`src/rtl/vga_sync_receiver_if.sv`:
```
// Bus bundle for vga_sync_receiver: sync/colour inputs from the source and the
// recovered pixel stream, error flags and checksum back to the consumer.
interface vga_sync_receiver_if;
    logic        enable;
    logic        hs;
    logic        vs;
    logic [1:0]  red_pixel_in;
    logic [1:0]  green_pixel_in;
    logic [1:0]  blue_pixel_in;
    logic        err_clr;
    // pixel_valid qualifies x/y/colour for exactly one cycle; there is no back-pressure.
    logic        pixel_valid;
    logic [9:0]  x;
    logic [9:0]  y;
    logic [1:0]  red_pixel_out;
    logic [1:0]  green_pixel_out;
    logic [1:0]  blue_pixel_out;
    logic        frame_start;
    logic        locked;
    logic        hs_err;
    logic        vs_err;
    logic [15:0] frame_sum;
    logic        frame_sum_valid;
    logic [1:0]  fsm_state;

    modport master (
        output enable, hs, vs, red_pixel_in, green_pixel_in, blue_pixel_in, err_clr,
        input  pixel_valid, x, y, red_pixel_out, green_pixel_out, blue_pixel_out,
        input  frame_start, locked, hs_err, vs_err, frame_sum, frame_sum_valid, fsm_state
    );

    modport slave (
        input  enable, hs, vs, red_pixel_in, green_pixel_in, blue_pixel_in, err_clr,
        output pixel_valid, x, y, red_pixel_out, green_pixel_out, blue_pixel_out,
        output frame_start, locked, hs_err, vs_err, frame_sum, frame_sum_valid, fsm_state
    );
endinterface

```
`src/rtl/vga_sync_receiver.sv`:
```
// VGA sync receiver: locks onto hs/vs timing and emits active-area pixels with coordinates.
// Optional per-frame checksum enabled by defining VGA_RX_CHECKSUM_EN.
module vga_sync_receiver #(
    parameter int H_VISIBLE = 640,
    parameter int H_FRONT   = 16,
    parameter int H_SYNC    = 96,
    parameter int H_BACK    = 48,
    parameter int V_VISIBLE = 480,
    parameter int V_FRONT   = 10,
    parameter int V_SYNC    = 2,
    parameter int V_BACK    = 33
) (
    input logic               clk,
    input logic               rst_n,
    vga_sync_receiver_if.slave bus
);
    localparam int H_TOTAL = H_VISIBLE + H_FRONT + H_SYNC + H_BACK;
    localparam int V_TOTAL = V_VISIBLE + V_FRONT + V_SYNC + V_BACK;
    localparam logic [9:0] H_LAST = 10'(H_TOTAL - 1);
    localparam logic [9:0] H_END  = 10'(H_TOTAL);
    localparam logic [9:0] V_LAST = 10'(V_TOTAL - 1);
    localparam logic [9:0] V_END  = 10'(V_TOTAL);
    localparam logic [9:0] H_ACT0 = 10'(H_SYNC + H_BACK);
    localparam logic [9:0] H_ACT1 = 10'(H_SYNC + H_BACK + H_VISIBLE);
    localparam logic [9:0] V_ACT0 = 10'(V_SYNC + V_BACK);
    localparam logic [9:0] V_ACT1 = 10'(V_SYNC + V_BACK + V_VISIBLE);

    typedef enum logic [1:0] {SEARCH, MEASURE, ALIGN, LOCKED} state_t;

    state_t      state_q, state_d;
    logic        hs_q, hs_prev_q, vs_q, vs_prev_q, en_q, clr_q;
    logic [5:0]  rgb_q;
    logic [9:0]  hcnt_q, hcnt, vcnt_q, vcnt;
    logic        vs_arm_q, vs_arm_d;
    logic        hs_fall, vs_fall, vs_load;
    logic        hs_evt, vs_evt;
    logic        hs_err_q, hs_err_d, vs_err_q, vs_err_d;
    logic        valid_q, valid_d, fs_q, fs_d;
    logic [9:0]  x_q, x_d, y_q, y_d;
    logic [5:0]  rgb_out_q, rgb_out_d;

    assign hs_fall = hs_prev_q & ~hs_q;
    assign vs_fall = vs_prev_q & ~vs_q;
    assign vs_load = hs_fall & (vs_arm_q | vs_fall);

    // hcnt/vcnt are the counts for the current stage-1 cycle; the _q copies are the prior cycle.
    always_comb begin
        hcnt = (hcnt_q == 10'h3FF) ? hcnt_q : hcnt_q + 10'd1;
        if (hs_fall) hcnt = '0;
        vcnt = vcnt_q;
        if (vs_load) vcnt = '0;
        else if (hs_fall && vcnt_q != 10'h3FF) vcnt = vcnt_q + 10'd1;
        vs_arm_d = vs_arm_q;
        if (vs_load) vs_arm_d = 1'b0;
        else if (vs_fall) vs_arm_d = 1'b1;
    end

    always_comb begin
        hs_evt = 1'b0;
        vs_evt = 1'b0;
        if (en_q && state_q == LOCKED) begin
            hs_evt = (hs_fall && hcnt_q != H_LAST) || (hcnt == H_END);
            vs_evt = (vs_load && vcnt_q != V_LAST) || (vcnt == V_END);
        end
        state_d = state_q;
        case (state_q)
            SEARCH:  if (hs_fall) state_d = MEASURE;
            MEASURE: if (hs_fall) state_d = (hcnt_q == H_LAST) ? ALIGN : SEARCH;
            ALIGN:   if (vs_load) state_d = LOCKED;
            LOCKED:  if (hs_evt || vs_evt) state_d = SEARCH;
            default: state_d = SEARCH;
        endcase
        if (!en_q) state_d = SEARCH;
    end

    // Set wins over clear; both are frozen while disabled.
    always_comb begin
        hs_err_d = hs_err_q;
        vs_err_d = vs_err_q;
        if (en_q && clr_q) begin
            hs_err_d = 1'b0;
            vs_err_d = 1'b0;
        end
        if (hs_evt) hs_err_d = 1'b1;
        if (vs_evt) vs_err_d = 1'b1;
    end

    always_comb begin
        valid_d   = (state_d == LOCKED) && (hcnt >= H_ACT0) && (hcnt < H_ACT1)
                    && (vcnt >= V_ACT0) && (vcnt < V_ACT1);
        x_d       = valid_d ? hcnt - H_ACT0 : '0;
        y_d       = valid_d ? vcnt - V_ACT0 : '0;
        rgb_out_d = valid_d ? rgb_q : '0;
        fs_d      = valid_d && (x_d == '0) && (y_d == '0);
    end

    always_ff @(posedge clk or negedge rst_n) begin
        if (!rst_n) begin
            hs_q      <= 1'b0;
            hs_prev_q <= 1'b0;
            vs_q      <= 1'b0;
            vs_prev_q <= 1'b0;
            en_q      <= 1'b0;
            clr_q     <= 1'b0;
            rgb_q     <= '0;
            hcnt_q    <= '0;
            vcnt_q    <= '0;
            vs_arm_q  <= 1'b0;
            state_q   <= SEARCH;
            hs_err_q  <= 1'b0;
            vs_err_q  <= 1'b0;
            valid_q   <= 1'b0;
            x_q       <= '0;
            y_q       <= '0;
            rgb_out_q <= '0;
            fs_q      <= 1'b0;
        end else begin
            hs_q      <= bus.hs;
            hs_prev_q <= hs_q;
            vs_q      <= bus.vs;
            vs_prev_q <= vs_q;
            en_q      <= bus.enable;
            clr_q     <= bus.err_clr;
            rgb_q     <= {bus.red_pixel_in, bus.green_pixel_in, bus.blue_pixel_in};
            hcnt_q    <= hcnt;
            vcnt_q    <= vcnt;
            vs_arm_q  <= vs_arm_d;
            state_q   <= state_d;
            hs_err_q  <= hs_err_d;
            vs_err_q  <= vs_err_d;
            valid_q   <= valid_d;
            x_q       <= x_d;
            y_q       <= y_d;
            rgb_out_q <= rgb_out_d;
            fs_q      <= fs_d;
        end
    end

`ifdef VGA_RX_CHECKSUM_EN
    localparam logic [9:0] X_LAST = 10'(H_VISIBLE - 1);
    localparam logic [9:0] Y_LAST = 10'(V_VISIBLE - 1);
    logic [15:0] acc_q, acc_d, sum_q;
    logic        sum_vld_q, frame_ok_q, frame_ok_d, last_px;

    // frame_ok tracks that the current frame has been locked continuously since (0,0).
    always_comb begin
        acc_d      = (fs_q ? 16'd0 : acc_q) + (valid_q ? {10'd0, rgb_out_q} : 16'd0);
        frame_ok_d = fs_q || (frame_ok_q && state_q == LOCKED);
        last_px    = valid_q && (x_q == X_LAST) && (y_q == Y_LAST);
    end

    always_ff @(posedge clk or negedge rst_n) begin
        if (!rst_n) begin
            acc_q      <= '0;
            sum_q      <= '0;
            sum_vld_q  <= 1'b0;
            frame_ok_q <= 1'b0;
        end else begin
            acc_q      <= acc_d;
            frame_ok_q <= frame_ok_d;
            sum_vld_q  <= last_px && frame_ok_d;
            if (last_px && frame_ok_d) sum_q <= acc_d;
        end
    end

    assign bus.frame_sum       = sum_q;
    assign bus.frame_sum_valid = sum_vld_q;
`else
    assign bus.frame_sum       = '0;
    assign bus.frame_sum_valid = 1'b0;
`endif

    assign bus.pixel_valid     = valid_q;
    assign bus.x               = x_q;
    assign bus.y               = y_q;
    assign bus.red_pixel_out   = rgb_out_q[5:4];
    assign bus.green_pixel_out = rgb_out_q[3:2];
    assign bus.blue_pixel_out  = rgb_out_q[1:0];
    assign bus.frame_start     = fs_q;
    assign bus.locked          = (state_q == LOCKED);
    assign bus.hs_err          = hs_err_q;
    assign bus.vs_err          = vs_err_q;
    assign bus.fsm_state       = state_q;
endmodule

```
`src/flat_wrapper.sv`:
```
// flat-port wrapper written by rule: the top's interface ports become plain ports
module vga_sync_receiver_flat 
#(
    parameter int H_VISIBLE = 640,
    parameter int H_FRONT   = 16,
    parameter int H_SYNC    = 96,
    parameter int H_BACK    = 48,
    parameter int V_VISIBLE = 480,
    parameter int V_FRONT   = 10,
    parameter int V_SYNC    = 2,
    parameter int V_BACK    = 33
)
  (clk, rst_n, bus_enable, bus_hs, bus_vs, bus_red_pixel_in, bus_green_pixel_in, bus_blue_pixel_in, bus_err_clr, bus_pixel_valid, bus_x, bus_y, bus_red_pixel_out, bus_green_pixel_out, bus_blue_pixel_out, bus_frame_start, bus_locked, bus_hs_err, bus_vs_err, bus_frame_sum, bus_frame_sum_valid, bus_fsm_state);
  vga_sync_receiver_if bus_i ();
  input logic clk;
  input logic rst_n;
  input wire logic [$bits(bus_i.enable)-1:0] bus_enable;
  input wire logic [$bits(bus_i.hs)-1:0] bus_hs;
  input wire logic [$bits(bus_i.vs)-1:0] bus_vs;
  input wire logic [$bits(bus_i.red_pixel_in)-1:0] bus_red_pixel_in;
  input wire logic [$bits(bus_i.green_pixel_in)-1:0] bus_green_pixel_in;
  input wire logic [$bits(bus_i.blue_pixel_in)-1:0] bus_blue_pixel_in;
  input wire logic [$bits(bus_i.err_clr)-1:0] bus_err_clr;
  output wire logic [$bits(bus_i.pixel_valid)-1:0] bus_pixel_valid;
  output wire logic [$bits(bus_i.x)-1:0] bus_x;
  output wire logic [$bits(bus_i.y)-1:0] bus_y;
  output wire logic [$bits(bus_i.red_pixel_out)-1:0] bus_red_pixel_out;
  output wire logic [$bits(bus_i.green_pixel_out)-1:0] bus_green_pixel_out;
  output wire logic [$bits(bus_i.blue_pixel_out)-1:0] bus_blue_pixel_out;
  output wire logic [$bits(bus_i.frame_start)-1:0] bus_frame_start;
  output wire logic [$bits(bus_i.locked)-1:0] bus_locked;
  output wire logic [$bits(bus_i.hs_err)-1:0] bus_hs_err;
  output wire logic [$bits(bus_i.vs_err)-1:0] bus_vs_err;
  output wire logic [$bits(bus_i.frame_sum)-1:0] bus_frame_sum;
  output wire logic [$bits(bus_i.frame_sum_valid)-1:0] bus_frame_sum_valid;
  output wire logic [$bits(bus_i.fsm_state)-1:0] bus_fsm_state;
  assign bus_i.enable = bus_enable;
  assign bus_i.hs = bus_hs;
  assign bus_i.vs = bus_vs;
  assign bus_i.red_pixel_in = bus_red_pixel_in;
  assign bus_i.green_pixel_in = bus_green_pixel_in;
  assign bus_i.blue_pixel_in = bus_blue_pixel_in;
  assign bus_i.err_clr = bus_err_clr;
  assign bus_pixel_valid = bus_i.pixel_valid;
  assign bus_x = bus_i.x;
  assign bus_y = bus_i.y;
  assign bus_red_pixel_out = bus_i.red_pixel_out;
  assign bus_green_pixel_out = bus_i.green_pixel_out;
  assign bus_blue_pixel_out = bus_i.blue_pixel_out;
  assign bus_frame_start = bus_i.frame_start;
  assign bus_locked = bus_i.locked;
  assign bus_hs_err = bus_i.hs_err;
  assign bus_vs_err = bus_i.vs_err;
  assign bus_frame_sum = bus_i.frame_sum;
  assign bus_frame_sum_valid = bus_i.frame_sum_valid;
  assign bus_fsm_state = bus_i.fsm_state;
  vga_sync_receiver #(.H_VISIBLE(H_VISIBLE), .H_FRONT(H_FRONT), .H_SYNC(H_SYNC), .H_BACK(H_BACK), .V_VISIBLE(V_VISIBLE), .V_FRONT(V_FRONT), .V_SYNC(V_SYNC), .V_BACK(V_BACK)) u_core (.clk(clk), .rst_n(rst_n), .bus(bus_i));
endmodule
```
`config.mk`:
```
export PLATFORM = sky130hd
export DESIGN_NAME = vga_sync_receiver_flat
export DESIGN_NICKNAME = d
export VERILOG_FILES = /design/src/rtl/vga_sync_receiver_if.sv /design/src/rtl/vga_sync_receiver.sv /design/src/flat_wrapper.sv
export SDC_FILE = /design/constraint.sdc
export NUM_CORES = 1
export LEC_CHECK = 0
export ABC_CLOCK_PERIOD_IN_PS = 3710
export BUFFER_PORTS_ARGS = -buffer_cell sky130_fd_sc_hd__buf_2
export CAP_MARGIN = 20
export CORE_ASPECT_RATIO = 0.7
export CORE_MARGIN = 5
export CORE_UTILIZATION = 30
export CTS_CLUSTER_DIAMETER = 50
export DETAILED_ROUTE_END_ITERATION = 16
export PLACE_DENSITY = 0.6
export RECOVER_POWER = 50
export SYNTH_ARGS = -nofsm -noshare
export SYNTH_HDL_FRONTEND = slang
export SYNTH_SLANG_ARGS = --single-unit
```
`constraint.sdc`:
```
create_clock -name clk -period 3.71 [get_ports clk]
set_clock_uncertainty 0.15 [all_clocks]
set_input_delay 0.742 -clock clk [delete_from_list [all_inputs] [get_ports clk]]
set_output_delay 0.742 -clock clk [all_outputs]
set_load 0.02 [all_outputs]
```
; Yosys cells after proc, flatten, opt, wreduce, memory -nomap -nowiden
; Cells that the tools add are included.
[classes]
addsub = 4
mul = 0
n_div = 0
magnitude_cmp = 4
eq_ne = 11
shifts = 0
mux = 21
bitwise_logic = 6
reduce_logical = 20
[ops]
columns = operator, n
row1 = $mux 10, 6
row2 = $eq 10x10->1 const B, 4
row3 = $ne 10x10->1 const B, 3
row4 = $add 10x1->10 const B, 2
row5 = $logic_not 10->1, 2
row6 = $lt 10x10->1 const B, 2
row7 = $mux 2, 6
row8 = $logic_and 1x1->1, 11
row9 = $ge 10x6->1 const B, 1
row10 = $ge 10x8->1 const B, 1
row11 = $sub 10x6->10 const B, 1
row12 = $sub 10x8->10 const B, 1
row13 = $pmux 2 s4, 1
row14 = $mux 1, 7
row15 = $eq 2x2->1 const B, 3
row16 = $mux 6, 1
row17 = $reduce_bool 2->1, 3
row18 = $and 1x1->1, 3
row19 = $logic_or 1x1->1, 3
row20 = $eq 2x1->1 const B, 1
row21 = $logic_not 2->1, 1
row22 = $not 1->1, 2
row23 = $or 1x1->1, 1
[totals]
regBits = 65
latch_bits = 0
ram_bits = 0
rom_bits = 0
input_bits = 12
word_cells = 84
n_memories = 0

; Longest topological paths before layout
[logic_depth]
ltp_word = 21
depth_mapped = 15

; Worst setup path before layout
; Ideal clock, no wire load.
[synth_timing]
path_type = reg-to-reg
startpoint = reg u_core.vcnt_q[0]
endpoint = reg u_core.fs_q, in the netlist u_core.bus.frame_start
setup_ps = 96
t_arrival_ps = 3026
slack_ps = 438
stages_incl_launch_ff = 12
path_buffers = 0
synth_period_minus_slack_ps = 3272
path_cell_list = dfrtp_1 > ha_1 > nand3_1 > o31ai_1 > mux2i_1 > or2_2 > ha_1 > nand3_1 > or3b_2 > nor4_1 > nand4_1 > nor4_2
[synth_between]
elab_chain_cells = 20
[synth_rtl]
columns = element, line
row1 = start: declaration, vga_sync_receiver.sv:33  ; logic [9:0] hcnt_q, hcnt, vcnt_q, vcnt;
row2 = start signal: assignment, vga_sync_receiver.sv:126  ; vcnt_q <= vcnt;
row3 = "parallel branches: the longest is 19 deep, another holds $add 10x1->10", n/a
row4 = $logic_and 1x1->1 (*), vga_sync_receiver.sv:94  ; fs_d = valid_d && (x_d == '0) && (y_d == '0);
row5 = via u_core.fs_d, vga_sync_receiver.sv:38  ; logic valid_q, valid_d, fs_q, fs_d;
row6 = end signal: assignment, vga_sync_receiver.sv:135  ; fs_q <= fs_d;
row7 = end: declaration, vga_sync_receiver.sv:38
; Mark *: on every way through the listed nets, which the timed path passes.
; A chain may end at the register's enable or synchronous reset.

; Final worst setup path
[layout_timing]
startpoint = reg u_core.hcnt_q[0]
endpoint = reg u_core.fs_q, in the netlist u_core.bus.frame_start
[layout_between]
elab_chain_cells = 19
[layout_rtl]
columns = element, line
row1 = start: declaration, vga_sync_receiver.sv:33
row2 = start signal: assignment, vga_sync_receiver.sv:125  ; hcnt_q <= hcnt;
row3 = $add 10x1->10 or $eq 10x10->1 (tied branches), vga_sync_receiver.sv:48  ; hcnt = (hcnt_q == 10'h3FF) ? hcnt_q : hcnt_q + 10'd1;
row4 = $mux 10 (*), vga_sync_receiver.sv:48
row5 = $mux 10 (*), vga_sync_receiver.sv:49  ; if (hs_fall) hcnt = '0;
row6 = via u_core.hcnt[5], vga_sync_receiver.sv:33
row7 = $eq 10x10->1, vga_sync_receiver.sv:62  ; hs_evt = (hs_fall && hcnt_q != H_LAST) || (hcnt == H_END);
row8 = $logic_or 1x1->1, vga_sync_receiver.sv:62
row9 = $mux 1, vga_sync_receiver.sv:61  ; if (en_q && state_q == LOCKED) begin
row10 = $logic_or 1x1->1, vga_sync_receiver.sv:70  ; LOCKED: if (hs_evt || vs_evt) state_d = SEARCH;
row11 = [3 not listed], n/a
row12 = $eq 2x2->1, vga_sync_receiver.sv:89  ; valid_d = (state_d == LOCKED) && (hcnt >= H_ACT0) && (hcnt < H_ACT1)
row13 = $logic_and 1x1->1 (2 in a row), vga_sync_receiver.sv:89
row14 = $logic_and 1x1->1 (2 in a row), vga_sync_receiver.sv:90  ; && (vcnt >= V_ACT0) && (vcnt < V_ACT1);
row15 = $mux 10, vga_sync_receiver.sv:91  ; x_d = valid_d ? hcnt - H_ACT0 : '0;
row16 = $logic_not 10->1, vga_sync_receiver.sv:94
row17 = $logic_and 1x1->1, vga_sync_receiver.sv:94
row18 = $logic_and 1x1->1 (*), vga_sync_receiver.sv:94
row19 = via u_core.fs_d, vga_sync_receiver.sv:38
; Mark *: on every way through the listed nets, which the timed path passes. The rest lies on a longest branch.

==> metrics.yaml <==
cells_and_area:
  antenna_cells: 0
  layout_commonest_cell: "dfrtp_1"
  final-seq-area_sq_um: 1630
  multi_input_area_sq_um: 1580
  final_cell_mix: "dfrtp_1 (65), buf_2 (41), nor2_1 (40)"
  drive_gt1_share_pct: 21.8
  area_growth_pct: 18.7
  fin_nets: 409
  nFillCells: 1143
  final_cells: 547
setup_path:
  end_kind: "flop"
  r2r_end: "u_core.bus.frame_start"
  crit_buf_inv: 2
  arrival_ns: 3.60
  crit_start: "u_core.hcnt_q[0]"
  required_ns: 3.80
  path_class: "flop to flop"
  slowest_stage: "dfrtp_1"
  start_kind: "flop"
  cp_cell_sequence: "ha_1 > and4_1 > a311oi_2 > xnor2_1 > nor2_2 > inv_1 > ha_1 > o21ai_0 > a21oi_1 > o211a_1 > nor4_4 > o211ai_4 > buf_12 > nor4_2"
  crit_end: "u_core.bus.frame_start"
  rrSetupSlack_ns: 0.20
  cpMostUsedCell: "ha_1"
  max_stage_delay_ns: 0.44
  cp_top_family: "compound AO/OA/AOI/OAI gates"
  r2r_start: "u_core.hcnt_q[0]"
  ff2ff_path_depth: 14
  crit_fanout: 28
  crit_cells: 14
timing:
  setup-tns-final_ns: 0
  rsz0062_at_grt: "false"
  setup_slack_ns: 0.197
  fmax_ghz: 0.285
  hold_violations: 0
  finalSetupViolCount: 0
  relSlewSlack_pct: 6.82
  finalMaxSlewViolations: 0
  period_share_pct: 94.7
  fin_crit_ns: 3.51
  tightest_slew_ns: 1.40
power:
  seq_power_share_pct: 39.6
  ir_worst_vdd_uv: 231
  p_sw_share_pct: 28.5
  combPwrFrac_pct: 17.7
  leakage_uw: 0.00189
  internal-power_uw: 1470
  clock_power_share_pct: 42.7
  p_sw_uw: 588
  p_per_area_nw_per_um2: 506
  finalPower_uw: 2060
global_routing:
  grt_max_degree: 46
  antenna_found_initial: 0
  grt_overflow: 0
  grt_pass1_vias: 2546
  grt_pass1_wl_um: 13300
  grt_util_all_layers_pct: 12.4
clock_network:
  clk_latency_ns: 0.33
  path_clk_slew_ns: 0.05
  root_buffer: "clkbuf_16"
  ctsResizeCount: 0
  cts_max_level: 3
  cts_tree: "yes"
  postCtsHoldBufs: 0
  cts_sinks: 65
  post_cts.repair.setup_buffers: 0
  clockBufferDepth: 2
  cts_buffers: 9
drt:
  dr.pass1.iters: 4
  drt_iter0_markers: 270
  vias: 2649
  avgRoutedWirePerCell_um: 14.9
  route.detailed.drc: 0
  vias_per_cell: 4.84
  postRouteAntennaNets: 0
  totalWireLength_um: 8170
logic_synthesis:
  synth_top_cell_by_area: "dfrtp_1"
  avgSynthCellArea_sq_um: 10.0
  synth_edf_count: 0
  ys_types: 65
  synth_seq_cells: 65
  ys_top_cells_by_area: "dfrtp_1 (47%), nor2_1 (4.5%), buf_4 (4.4%)"
  synth_cells: 343
  seq_area_frac_synth_pct: 47.3
  ys_async_sr_fraction_pct: 100
  yosys_warnings: 0
  synth_top_flop_cell: "dfrtp_1"
  synth_area_sq_um: 3440
  synth_top_area_share_pct: 47.3
place:
  io_buffers: 44
  hpwl_um: 5960
  dpl_worst_slack_ns: 0.0665
  place_congestion: 0.940
  dp.cells: 530
floorplanning:
  die_area_sq_um: 13700
  ioPinCount: 62
  dieWidth_um: 138
  die_h_um: 99.5
  fp-row-count: 32
  initial_core_util_pct: 31.0
  core_sq_um: 11100
hold_path:
  hold_class: "flop to flop"
status:
  status: "finished, final reports clean"
run:
  drv_cap: 0
worst register-to-register path, cell delays in order, from the launching register on:
cell and delay (ns):
dfrtp_1 0.44, ha_1 0.24, and4_1 0.21, a311oi_2 0.35, xnor2_1 0.15, nor2_2 0.17
inv_1 0.10, ha_1 0.26, o21ai_0 0.16, a21oi_1 0.15, o211a_1 0.20, nor4_4 0.30
o211ai_4 0.12, buf_12 0.19, nor4_2 0.26
metal layers:
layer	part of all wire [%]	GRT usage [%]	up-vias
met5	0	0	-
met4	0.32	2.28	0
met3	10	5.06	4
met2	39	15.3	114
met1	50	20.0	1269
li1	-	-	1262
per-stage QoR:
stage	utilization [%]	hold WS (ns)	instance area, sq um
after CTS	36.7	0.224	4070
after floorplan	-	0.196	3500
after detailed placement	33.9	0.212	3760
final	36.8	0.222	4080
after global placement	33.9	0.206	3760
after global routing	36.8	0.242	4080
worst min path at each step:
stage | start | to | cells after the start
CTS | u_core.vs_q | u_core.vs_prev_q | 0
finish | u_core.vs_q | u_core.vs_prev_q | 0
floorplan | u_core.vs_q | u_core.vs_prev_q | 0
global placement | u_core.vs_q | u_core.vs_prev_q | 0
global route | u_core.vs_q | u_core.vs_prev_q | 0
detailed placement | u_core.vs_q | u_core.vs_prev_q | 0
power groups by stage:
stage / Clock [uW] / Combinational [uW] / Sequential (uW)
CTS: 909 / 365 / 815
finish: 881 / 365 / 817
global placement: 0 / 357 / 823
floorplan: 0 / 301 / 799
global route: 943 / 416 / 825
detailed placement: 0 / 363 / 828
flip-flops by register name, summed over array words and instances, names as in the netlist, 2 cells and up:
register              cells
u_core.rgb_out_q          6
u_core.bus.y             10
u_core.bus.x             10
u_core.vcnt_q            10
u_core.rgb_q              6
u_core.hcnt_q            10
u_core.bus.fsm_state      2
synthesized netlist by cell type (3+ instances only):
cell,count
nor3_1,8
nand3_1,12
ha_1,8
o21ai_0,8
buf_4,20
nor2b_1,3
and2_1,3
o211ai_1,3
nor2_1,41
nand2b_1,3
inv_1,21
dfrtp_1,65
xnor2_1,14
mux2i_1,3
o21bai_1,4
nand2_1,22
and3_1,6
a21oi_1,15
clkbuf_1,4
buf_2,6
a31oi_1,3
nand4_1,8
and4_1,5
layout make-up:
| type | instances | area share, % |
|---|---|---|
| Multi-Input combinational cell | 238 | 38.7 |
| Inverter | 21 | 1.93 |
| Timing Repair Buffer | 54 | 7.09 |
| Clock inverter | 5 | 1.96 |
| Sequential cell | 65 | 39.9 |
| Tap cell | 153 | 4.69 |
| Clock buffer | 11 | 5.71 |
cells by family (layout without fill, tap and decap cells):
kind of cell               Yosys count  count (layout)  synth area share [%]
AOI/OAI and AO/OA                   61              61                  14.6
DFF                                 65              65                  47.3
buffers and inverters               56              91                  9.03
adders and majority gates            8               8                  2.91
muxes                                5               5                  1.53
xor gates and xnor gates            16              16                  4.08
and+or+nand+nor                    131             131                  20.4
other                                1              17                 0.109
(Power assumes the default switching activity.)
